## config.mk

```make
export PLATFORM = sky130hd
export DESIGN_NAME = mem_port_arbiter
export DESIGN_NICKNAME = d
export VERILOG_FILES = /design/src/rtl/mem_port_arbiter.sv
export SDC_FILE = /design/constraint.sdc
export NUM_CORES = 1
export LEC_CHECK = 0
export CAP_MARGIN = 20
export CORE_ASPECT_RATIO = 0.6
export CORE_UTILIZATION = 37
export CTS_CLUSTER_DIAMETER = 80
export CTS_CLUSTER_SIZE = 12
export DETAILED_ROUTE_END_ITERATION = 8
export GPL_TIMING_DRIVEN = 0
export PLACE_DENSITY = 0.81
export SYNTH_ARGS = -nofsm -noshare
export SYNTH_HDL_FRONTEND = slang
export SYNTH_SLANG_ARGS = --single-unit
```

## constraint.sdc

```tcl
create_clock -name clock -period 1.6 [get_ports clock]
set_input_delay 0.24 -clock clock [delete_from_list [all_inputs] [get_ports clock]]
set_output_delay 0.24 -clock clock [all_outputs]
set_load 0.01 [all_outputs]
```

## src/rtl/mem_port_arbiter.sv

```systemverilog
// Round-robin sequencer for the shared instruction/data memory: inserts the
// fixed read/write wait states and returns a one-cycle done pulse per port.
//
// state  | meaning
// IDLE   | no access in flight; arbitrate and capture a request
// ACCESS | memory address/data driven, wait-state counter running
// DONE   | owner's done pulse, memory write strobe released
module mem_port_arbiter #(
    parameter int ADDR_W       = 32,
    parameter int DATA_W       = 32,
    parameter int MEM_LATENCY  = 3,
    parameter int WRITE_CYCLES = 2
) (
    input  logic              clock,
    input  logic              reset,
    input  logic              if_req,
    input  logic [ADDR_W-1:0] if_addr,
    output logic              if_done,
    output logic [DATA_W-1:0] if_rdata,
    input  logic              d_req,
    input  logic              d_we,
    input  logic [ADDR_W-1:0] d_addr,
    input  logic [DATA_W-1:0] d_wdata,
    output logic              d_done,
    output logic [DATA_W-1:0] d_rdata,
    output logic [ADDR_W-1:0] mem_addr,
    output logic [DATA_W-1:0] mem_wdata,
    output logic              mem_wr,
    input  logic [DATA_W-1:0] mem_rdata,
    output logic              busy,
    output logic [1:0]        state_out
);

    typedef enum logic [1:0] {
        IDLE   = 2'd0,
        ACCESS = 2'd1,
        DONE   = 2'd2
    } state_t;

    state_t     state;
    logic [3:0] cnt;
    logic       owner_d;      // 1 = data port owns the access in flight
    logic       last_grant_d; // 1 = data port was granted last
    logic       we_q;
    logic       grant_d;
    logic [3:0] term_cnt;

    always_comb begin
        grant_d = d_req;
        if (if_req && d_req) begin
            grant_d = ~last_grant_d;
        end
    end

    assign term_cnt  = we_q ? 4'(WRITE_CYCLES - 1) : 4'(MEM_LATENCY - 1);
    assign state_out = state;

    always_ff @(posedge clock or negedge reset) begin
        if (!reset) begin
            state        <= IDLE;
            cnt          <= '0;
            owner_d      <= 1'b0;
            last_grant_d <= 1'b1;
            we_q         <= 1'b0;
            mem_addr     <= '0;
            mem_wdata    <= '0;
            mem_wr       <= 1'b0;
            if_rdata     <= '0;
            d_rdata      <= '0;
            if_done      <= 1'b0;
            d_done       <= 1'b0;
            busy         <= 1'b0;
        end else begin
            if_done <= 1'b0;
            d_done  <= 1'b0;
            case (state)
                IDLE: begin
                    if (if_req || d_req) begin
                        owner_d      <= grant_d;
                        last_grant_d <= grant_d;
                        we_q         <= grant_d & d_we;
                        mem_addr     <= grant_d ? d_addr : if_addr;
                        mem_wdata    <= grant_d ? d_wdata : '0;
                        mem_wr       <= grant_d & d_we;
                        cnt          <= '0;
                        busy         <= 1'b1;
                        state        <= ACCESS;
                    end
                end
                ACCESS: begin
                    cnt <= cnt + 4'd1;
                    if (cnt == term_cnt) begin
                        if (!we_q) begin
                            if (owner_d) begin
                                d_rdata <= mem_rdata;
                            end else begin
                                if_rdata <= mem_rdata;
                            end
                        end
                        mem_wr  <= 1'b0;
                        if_done <= ~owner_d;
                        d_done  <= owner_d;
                        state   <= DONE;
                    end
                end
                DONE: begin
                    busy  <= 1'b0;
                    state <= IDLE;
                end
                default: begin
                    mem_wr <= 1'b0;
                    busy   <= 1'b0;
                    state  <= IDLE;
                end
            endcase
        end
    end

endmodule

```

# Yosys cells after proc, flatten, opt, wreduce, memory -nomap -nowiden
# Cells that the tools add are included.
dict set report word_totals {
  output_inout_bits 134
  inputBits 133
  wordCells 54
  ff_bits 141
}
dict set report op_classes {
  reduce_logical 11
  n_eq_ne 5
  add_sub_neg 1
  n_bitwise 6
  mux 18
}
# op count
set op_table {}
lappend op_table {{$mux 32} 2}
lappend op_table {{$mux 1} 8}
lappend op_table {{$pmux 4 s2} 1}
lappend op_table {{$reduce_and 2->1} 4}
lappend op_table {{$reduce_and 4->1} 2}
lappend op_table {{$mux 2} 3}
lappend op_table {{$not 1->1} 5}
lappend op_table {{$add 4x1->4 const B} 1}
lappend op_table {{$eq 4x2->1} 1}
lappend op_table {{$mux 4} 1}
lappend op_table {{$ne 2x2->1 const B} 2}
lappend op_table {{$pmux 2 s2} 1}
lappend op_table {{$pmux 1 s3} 1}
lappend op_table {{$reduce_and 3->1} 1}
lappend op_table {{$eq 2x1->1 const B} 1}
lappend op_table {{$eq 2x2->1 const B} 1}
lappend op_table {{$logic_not 2->1} 1}
lappend op_table {{$pmux 1 s2} 1}
lappend op_table {{$reduce_bool 2->1} 1}
lappend op_table {{$and 1x1->1} 1}
lappend op_table {{$logic_and 1x1->1} 1}
lappend op_table {{$logic_or 1x1->1} 1}

# Logic depth before layout (Yosys ltp)
# Gate-level depths: netlist of the first run.
dict set report depth {
  word_depth 5
  depth_mapped 6
  mapped_depth_nobuf 4
}

# Worst setup path before layout of the first run
# OpenSTA, ideal clock, no wires.
dict set report synth_timing {
  path_kind {register -> register}
  from {register state[1], in the netlist state_out[1]}
  to {register if_rdata[19]}
  setup_slack_ns -0.015
  setup_time_ns 0.125
  t_arrival_ns 1.490
  n_path_buf 1
  period_less_slack_ns 1.615
  t_required_ns 1.475
  stages_incl_launch_ff 6
  cell_sequence {dfrtp_1 > and2b_2 > nand3_2 > nor2_4 > buf_6 > mux2_2}
}
dict set report synth_via {
  elab_chain_cells 2
}
# item line_no
set synth_rtl {}
lappend synth_rtl {{start: declaration} 40} ;# state_t state;
lappend synth_rtl {{start signal: assignment} 60} ;# state <= IDLE;
lappend synth_rtl {{start signal: assignment} 87} ;# state <= ACCESS;
lappend synth_rtl {{start signal: assignment} 103} ;# state <= DONE;
lappend synth_rtl {{$eq 2x1->1} 76} ;# case (state)
lappend synth_rtl {{$reduce_and 4->1 (no line)} --}
lappend synth_rtl {{end signal: assignment} 97} ;# if_rdata <= mem_rdata;
lappend synth_rtl {{end: declaration} 19} ;# output logic [DATA_W-1:0] if_rdata,
# Every way passes these cells.
# A chain may end at the register's enable or synchronous reset.

# Final worst setup path of the first run
dict set report layout_timing {
  from {register state[0], in the netlist state_out[0]}
  to {register d_rdata[28]}
}
dict set report layout_via {
  elab_chain_cells 2
}
# item line_no
set layout_rtl {}
lappend layout_rtl {{$eq 2x1->1} 76}
lappend layout_rtl {{$reduce_and 4->1 (no line)} --}
lappend layout_rtl {{end signal: assignment} 95} ;# d_rdata <= mem_rdata;
lappend layout_rtl {{end: declaration} 25} ;# output logic [DATA_W-1:0] d_rdata,
# Every way passes these cells.

==> key figures, run 1 <==
Outcome
  • Result of the run: finished with violations
  • Failing checks: negative setup slack

Drt
  • Wire per inst: 17.59 µm
  • Routed length on met3: 1351 µm
  • Total wirelength of the detailed-routed design: 15990 µm
  • DRC violation total after the first TritonRoute iteration: 154
  • Number of iterations in the first detailed-routing pass: 4
  • Antenna-violating nets left: 0
  • Via count normalized by instance count: 4.842
  • DRC viols: 0
  • Detailed-route via count: 4401
  • Wire length on met1: 6924 µm
  • DR top layer: met4
  • Met2 layer wire length in the routed design: 7554 µm

Placed design
  • Total instance count after detailed placement: 864
  • Placer Congestion: 0.8095
  • DPL Wire Length: 11580 µm
  • Worst slack at placement: -0.4411 ns
  • # port buffers: 266

Power and ir drop
  • Fraction of power consumed by sequential logic: 33.5%
  • IR drop worst, VDD: 0.001082 V
  • Clk pwr share: 21.3%
  • Switching power summed over all nets: 6.042 mW
  • Switching portion of total power: 31.29%
  • Power per cell area: 2023 mW/mm²
  • Design internal power: 13.27 mW
  • Leakage component of the power: 4.405 nW
  • Part of the total power dissipated in combinational logic: 45.2%

Finish
  • Leading cell types in the layout, fill and taps excluded: sky130_fd_sc_hd__clkdlybuf4s50_1 (239), sky130_fd_sc_hd__dfrtp_1 (136), sky130_fd_sc_hd__mux2_2 (42)
  • Layout cells sized above 1: 21.24%
  • Final standard cell count with taps included and fillers excluded: 909
  • Most frequent standard cell in the layout excluding fill and tap cells: sky130_fd_sc_hd__clkdlybuf4s50_1
  • Final layout net count: 834
  • Number of inserted diodes: 0
  • Post-Route Utilization: 65.21%
  • Layout-stage area growth over the synthesis result: 70.82%

Worst setup path
  • Data required, critical path: 1.88 ns
  • Type of the worst setup path: flip-flop to flip-flop
  • Setup crit end kind: flip-flop
  • Startpoint class of the critical path: flip-flop
  • Worst Path Max Fanout: 10
  • Data arrival, critical path: 1.93 ns

Worst hold path
  • Type of the most critical hold path: input port to async pin

STA
  • Setup skew after layout: 0.008911 ns
  • Relative slew margins: 64.99%
  • Final clock period utilization by the worst path: 103.4%
  • Slew at the pin closest to its max-slew limit: 0.5251 ns
  • Hold violation total from the final report: 0
  • Number of setup violations in the final report: 49
  • Achievable Freq: 604.6 MHz
  • Final Slew Violations: 0
  • Setup ws final: -0.05388 ns
  • Time the final worst path needs with I/O delays and setup: 1.654 ns
  • RSZ-0062 raised after global routing: true

Run
  • Reported max-cap violation count: 0

Clock tree
  • Clk slew on worst S/H paths: 0.06 ns
  • H-Tree Level Count: 4
  • Sink count of the clock tree: 141
  • Cell chosen for the clock root: sky130_fd_sc_hd__clkbuf_16
  • Clock buffers created by TritonCTS: 17
  • Maximum root-to-sink buffer count: 2
  • Latest clock arrival within the worst-skew pair: 0.40 ns
  • CTS tree: built

Global routing
  • Number of global-route vias before repair: 4792
  • Number of antenna violations at the first check in global routing: 0
  • Largest net degree at the start of global routing: 105
  • Global-route congestion overflow total: 0
  • GRT Total Usage: 20.89%
  • Wire length of the first global-routing pass: 25490 µm

Floorplanning
  • Die Width: 160.6 µm
  • Core Area: 0.01463 mm²
  • Vertical die dimension: 97.18 µm
  • Starting utilization of the core area: 38.18%
  • I/O pin count: 267
  • Total die area: 0.01561 mm²
  • Standard-cell rows: 34

Synthesis
  • Syn_nets: 533
  • Number of synthesized register bits: 141
  • Cells after synthesis: 399
  • Post-synthesis cell type count: 33
  • Total standard cell area after synthesis: 0.005587 mm²
  • Portion of the post-synthesis area used by sequential elements: 63.18%
  • Average size of a mapped cell: 14.00 µm²
  • Number of warning messages in the yosys log: 0
## cell usage after synthesis (all sizes together)
cell    instances  area, µm²
nand4           1      21.27
nand3           2      15.01
mux2i          32      320.3
mux2           65      731.9
a31o            1      8.760
nor2            5      26.27
nand2          35      131.4
a21oi           1      5.000
a31oi           1      6.260
and3            2      12.51
inv             2      7.510
and2            1      6.260
ha              1      12.51
nand2b          1      6.260
clkbuf          4      15.01
and3b           1      8.760
nor3            2      10.01
dfstp           1      26.28
a22o           35      306.5
and4            1      8.760
and2b           1      8.760
buf            21      147.6
a21o            3      22.52
nor3b           1      18.77
dfrtp         140       3503
o21ai          37      185.2
o21a            1      7.510
or2             1      6.260
## timing repair
item | in CTS | in global routing
buffers inserted | 10 | 3
hold buffers | 1 | 0
endpoints found under the hold margin | 37 | 0
gates cloned | 2 | 0
resized for setup | 38 | 53
pin swaps | 3 | 2
setup endpoints to repair | 93 | 153
## registers in the layout (all words and copies together), names as in the netlist
signal        count
mem_wr            1
state_out         2
if_done           1
busy              1
d_done            1
mem_addr         32
mem_wdata        32
cnt               4
if_rdata         32
last_grant_d      1
owner_d           1
we_q              1
d_rdata          32
## logic make-up (layout without fill, tap and decap cells)
family                   after synthesis  count (layout)  share of synthesized area (%)
buffers and inverters                 27             339                          3.046
AND/OR/NAND/NOR                       54              54                          5.017
AO/OA/AOI/OAI                         79              79                          9.698
flip-flops                           141             141                          63.18
adder cells (fa/ha/maj)                1               1                         0.2239
multiplexers                          97              97                          18.84
## final timing paths
kind                                           from                        end  slack (ns)  cells after the start
max                        state_out[0]$_DFFE_PN0P_    d_rdata[28]$_DFFE_PN0P_       -0.05                      5
min                                           reset   if_rdata[22]$_DFFE_PN0P_        0.31                      2
max reg2reg                state_out[0]$_DFFE_PN0P_    d_rdata[28]$_DFFE_PN0P_       -0.05                      5
min reg2reg                mem_addr[14]$_DFFE_PN0P_   mem_addr[14]$_DFFE_PN0P_        0.48                      2
max in group asynchronous                     reset           we_q$_DFFE_PN0P_        0.45                      3
min in group clock                      d_wdata[18]  mem_wdata[18]$_DFFE_PN0P_        0.43                      2
## power groups by stage
stage	sequential (mW)	combinational, mW	clock (mW)
floorplan	7.17	2.68	0
global placement	6.38	7.92	0
detailed placement	6.51	8.14	0
CTS	6.48	8.72	4.18
global route	6.69	9.32	4.35
finish	6.47	8.73	4.11
## metrics by stage
| stage | TNS [ns] | area [µm²] | hold WS, ns | power (mW) |
|---|---|---|---|---|
| after floorplan | 0 | 5588 | -0.05559 | 9.849 |
| after global placement | -719.75 | 8498 | 0.4645 | 14.30 |
| after detailed placement | -21.00 | 8527 | 0.1656 | 14.65 |
| after CTS | -2.614 | 9409 | 0.3020 | 19.37 |
| after global routing | -4.549 | 9543 | 0.3272 | 20.35 |
| final | -1.490 | 9543 | 0.3099 | 19.31 |
## worst max-delay path: stages, from the launching register on
cell and delay [ns]:
sky130_fd_sc_hd__dfrtp_2 0.47, sky130_fd_sc_hd__and2b_2 0.24, sky130_fd_sc_hd__buf_4 0.15, sky130_fd_sc_hd__nand4_4 0.16
sky130_fd_sc_hd__buf_8 0.17, sky130_fd_sc_hd__mux2_2 0.34
## final cells by class
cell class                 count  area [µm²]
clock buffer                  19       442.9
buffer                        24       217.7
fill                        1079        5091
tap                          198       247.7
inverter                       2       7.507
clock inverter                11       167.7
multi-input combinational    231        1997
sequential                   141        3535
timing repair buffer         283        2928
## metal layers
metal / GRT usage [%] / vias to the layer above
li1: - / 2029
met2: 34.53 / 173
met5: 0 / -
met3: 7.981 / 14
met4: 4.908 / 0
met1: 25.80 / 2185
Note: power is estimated with default switching activity, not from simulation.
==> run 2, diff against run 1 <==
- ABC_AREA: default -> 1
- CORE_MARGIN: default -> 1
- CORE_UTILIZATION: 37 -> 38
==> run 2 against run 1 <==
Net effect: via count is 33% higher; combinational power is 4.1% higher; synthesized area is 5.0% higher; clock skew is 0.0035 ns higher; cell area hardly changed; the flow still finishes with violations (negative setup slack).
==> key figures, run 2 <==
Power and ir drop
  • Power per cell area: 2027 mW/mm² (+0.21%)
  • Leakage component of the power: 4.676 nW (+6.2%)
  • IR drop worst, VDD: 0.0008982 V (-17%)

Worst setup path
  • Setup crit end kind: flip-flop
  • CP Buf/Inv Count: 2 (unchanged)
  • Critical path's largest stage delay: 0.41 ns (-0.06 ns)
  • Data required, critical path: 1.88 ns (about the same)
  • Launch point of the worst reg-to-reg path: state_out[0]$_DFFE_PN0P_
  • Launch point of the worst path: state_out[0]$_DFFE_PN0P_
  • Type of the worst setup path: flip-flop to flip-flop
  • Delay-heaviest family, CP: simple AND/OR/NAND/NOR gates
  • Data arrival, critical path: 1.88 ns (-0.05 ns)
  • Highest-delay cell along the critical path: sky130_fd_sc_hd__dfrtp_1
  • Critical path, cell by cell: inv_2, nor2_2, nand2_2, clkbuf_1, o21ai_0, nand2_1
  • Startpoint class of the critical path: flip-flop
  • Worst Path Max Fanout: 10 (unchanged)

Clock tree
  • Clock buffers created by TritonCTS: 17 (unchanged)
  • Sink count of the clock tree: 141 (unchanged)
  • Clk slew on worst S/H paths: 0.06 ns (about the same)
  • Latest clock arrival within the worst-skew pair: 0.41 ns (about the same)
  • Maximum root-to-sink buffer count: 2 (unchanged)
  • CTS tree: built
  • H-Tree Level Count: 4 (unchanged)
  • Cell chosen for the clock root: sky130_fd_sc_hd__clkbuf_16

Floorplanning
  • Vertical die dimension: 98.24 µm (+1.1%)
  • Core Area: 0.01476 mm² (+0.87%)
  • Die Width: 162.4 µm (+1.1%)
  • Starting utilization of the core area: 39.74% (+1.6 points)
  • Total die area: 0.01595 mm² (+2.2%)
  • Standard-cell rows: 34 (unchanged)
  • I/O pin count: 267 (unchanged)

Synthesis
  • Number of synthesized register bits: 141 (unchanged)
  • Mux cell area share after synthesis: 0% (-19 points)
  • Cell type with the highest aggregate area in the netlist: sky130_fd_sc_hd__dfrtp_1
  • Proportion of netlist area held by the largest area contributor: 59.73% (-3.0 points)
  • Share of synthesized registers carrying an async set or reset: 100.0% (unchanged)
  • Area fraction in compound gates after synthesis: 9.236% (-0.46 points)
  • Most repeated cell in the gate-level netlist after synthesis: sky130_fd_sc_hd__nand2_1
  • Post-synthesis cell type count: 21 (-36%)
  • Average size of a mapped cell: 8.807 µm² (-37%)
  • Fraction of the mapped netlist area in simple logic gates: 25.64% (+21 points)
  • Parity-gate share of the synthesized area counting xor and xnor cells: 0% (unchanged)
  • Cell types with the highest counts after synthesis: sky130_fd_sc_hd__nand2_1 (246), sky130_fd_sc_hd__dfrtp_1 (140), sky130_fd_sc_hd__o21ai_0 (96)
  • Post-synthesis share of cell area spent on full adders, half adders and majority gates: 0.2133% (-0.011 points)
  • Dominant combinational cell family by area after synthesis: simple AND/OR/NAND/NOR gates
  • Number of flops mapped to enable cells by yosys: 0 (unchanged)
  • Syn_nets: 800 (+50%)
  • Portion of the post-synthesis area used by sequential elements: 60.17% (-3.0 points)
  • Top post-synthesis cells by area: sky130_fd_sc_hd__dfrtp_1 (60%), sky130_fd_sc_hd__nand2_1 (16%), sky130_fd_sc_hd__o21ai_0 (8.2%)
  • Most instantiated flip-flop cell in the synthesis netlist: sky130_fd_sc_hd__dfrtp_1
  • Number of warning messages in the yosys log: 0 (unchanged)
  • Total standard cell area after synthesis: 0.005866 mm² (+5.0%)
  • Cells after synthesis: 666 (+67%)

Finish
  • Leading cell types in the layout, fill and taps excluded: sky130_fd_sc_hd__nand2_1 (245), sky130_fd_sc_hd__clkdlybuf4s50_1 (231), sky130_fd_sc_hd__dfrtp_1 (140)
  • Most frequent standard cell in the layout excluding fill and tap cells: sky130_fd_sc_hd__nand2_1
  • Number of inserted diodes: 0 (unchanged)
  • Final standard cell count with taps included and fillers excluded: 1166 (+28%)
  • Layout cells sized above 1: 8.368% (-13 points)
  • Layout-stage area growth over the synthesis result: 62.59%
  • Final layout net count: 1089 (+31%)

Drt
  • Via count normalized by instance count: 5.020 (+3.7%)
  • Detailed-route via count: 5853 (+33%)
  • Wire per inst: 16.07 µm (-8.6%)
  • Number of iterations in the first detailed-routing pass: 5 (+1)
  • Antenna-violating nets left: 0 (unchanged)
  • DRC viols: 0 (unchanged)
  • Total wirelength of the detailed-routed design: 18740 µm (+17%)
  • DRC violation total after the first TritonRoute iteration: 454 (+190%)

STA
  • Setup skew after layout: 0.01243 ns (+0.003522 ns)
  • Achievable Freq: 623.6 MHz (+3.1%)
  • Final clock period utilization by the worst path: 100.2% (-3.1 points)
  • Setup ws final: -0.003566 ns (+0.05031 ns)
  • Time the final worst path needs with I/O delays and setup: 1.604 ns (-0.05031 ns)
  • Final Slew Violations: 0 (unchanged)
  • Slew at the pin closest to its max-slew limit: 0.5075 ns (-0.01766 ns)
  • Number of setup violations in the final report: 1 (-98%)
  • Hold violation total from the final report: 0 (unchanged)
  • Relative slew margins: 66.17% (+1.2 points)

Placed design
  • Worst slack at placement: -0.3378 ns (+0.1033 ns)
  • # port buffers: 266 (unchanged)
  • DPL Wire Length: 13790 µm (+19%)
  • Placer Congestion: 0.8243 (+1.8%)
  • Total instance count after detailed placement: 1131 (+31%)

Worst hold path
  • Type of the most critical hold path: input port to async pin

Run
  • Reported max-cap violation count: 0 (unchanged)

Global routing
  • Number of global-route vias before repair: 5888 (+23%)
  • Number of antenna violations at the first check in global routing: 0 (unchanged)
  • GRT Total Usage: 24.48% (+3.6 points)
  • Wire length of the first global-routing pass: 30510 µm (+20%)
  • Global-route congestion overflow total: 0 (unchanged)
  • Largest net degree at the start of global routing: 99 (-5.7%)

Outcome
  • Failing checks: negative setup slack
  • Result of the run: finished with violations
[run 2: changes by cell type after synthesis, moves of 6 or more]
cell                       delta
sky130_fd_sc_hd__nand3_1     +35
sky130_fd_sc_hd__buf_2        +8
sky130_fd_sc_hd__clkbuf_1    +14
sky130_fd_sc_hd__o21ai_0     +59
sky130_fd_sc_hd__mux2i_1     -32
sky130_fd_sc_hd__buf_6        -6
sky130_fd_sc_hd__nand4_1     +33
sky130_fd_sc_hd__nand2_1    +211
sky130_fd_sc_hd__nor2_1      +30
sky130_fd_sc_hd__inv_1        +8
sky130_fd_sc_hd__o21ai_1      +8
sky130_fd_sc_hd__mux2_2      -60
sky130_fd_sc_hd__a22o_1      -35
[run 2: worst register-to-register path: stages (launching register included)]
cell and delay, ns:
sky130_fd_sc_hd__dfrtp_1 0.41, sky130_fd_sc_hd__inv_2 0.06, sky130_fd_sc_hd__nor2_2 0.19, sky130_fd_sc_hd__nand2_2 0.18, sky130_fd_sc_hd__clkbuf_1 0.30, sky130_fd_sc_hd__o21ai_0 0.28
sky130_fd_sc_hd__nand2_1 0.08
[run 2: through the flow]
stage / util, % / hold slack (ns) / area [µm²] / setup TNS (ns) / power [mW]
2_1_floorplan: - / -0.05559 / 5866 / 0 / 10.25
3_3_place_gp: 59.45 / 0.4091 / 8776 / -754.57 / 15.23
3_5_place_dp: 59.65 / 0.1918 / 8805 / -13.81 / 15.49
4_1_cts: 63.62 / 0.3158 / 9392 / -0.0004086 / 19.41
5_1_grt: 64.60 / 0.3391 / 9537 / -0.08637 / 20.68
6_report: 64.60 / 0.3168 / 9537 / -0.003566 / 19.34
[run 2: area by class of cell]
type	instances	area, µm²
tap	198	247.7
inverter	14	52.55
multi-input combinational	465	2087
sequential	141	3530
timing repair buffer	270	2783
fill	1227	5225
clock inverter	12	137.6
clock buffer	20	436.7
buffer	46	262.8
[run 2: final timing paths]
kind	slack [ns]	cells after the start	endpoint
setup / recovery	-0.004	6	if_rdata[2]$_DFFE_PN0P_
hold / removal	0.32	2	mem_addr[11]$_DFFE_PN0P_
setup reg to reg	-0.004	6	if_rdata[2]$_DFFE_PN0P_
hold reg to reg	0.42	1	if_done$_DFF_PN0_
max in group asynchronous	0.44	3	mem_wdata[3]$_DFFE_PN0P_
min in group clock	0.39	3	mem_wdata[1]$_DFFE_PN0P_
[run 2: per-layer routing]
layer / GRT usage, % / part of all wire, % / up-vias
met2: 38.23 / 45 / 270
met1: 32.64 / 44 / 2792
met3: 7.264 / 9.4 / 25
met4: 7.910 / 1.5 / 0
met5: 0 / 0 / -
li1: - / - / 2766
[run 2: what timing repair did]
item | CTS | global route
pin swaps | 1 | 2
gates resized for setup | 9 | 60
endpoints found under the hold margin | 43 | 0
setup buffers | 0 | 2
cloned | 0 | 0
hold buffers | 1 | 0
endpoints found under the setup margin | 18 | 148
[run 2: logic make-up after synthesis]
| group | Yosys count |
|---|---|
| AND/OR/NAND/NOR | 357 |
| AO/OA/AOI/OAI | 107 |
| buffers and inverters | 60 |
| adder cells (fa/ha/maj) | 1 |
| flip-flops | 141 |
[run 2: power breakdown]
group	switching (mW)	total, mW	internal (mW)	leakage (nW)
registers	1.02	6.39	5.37	1.74
logic	4.73	9.09	4.36	2.67
clock network	1.55	3.86	2.31	0.264
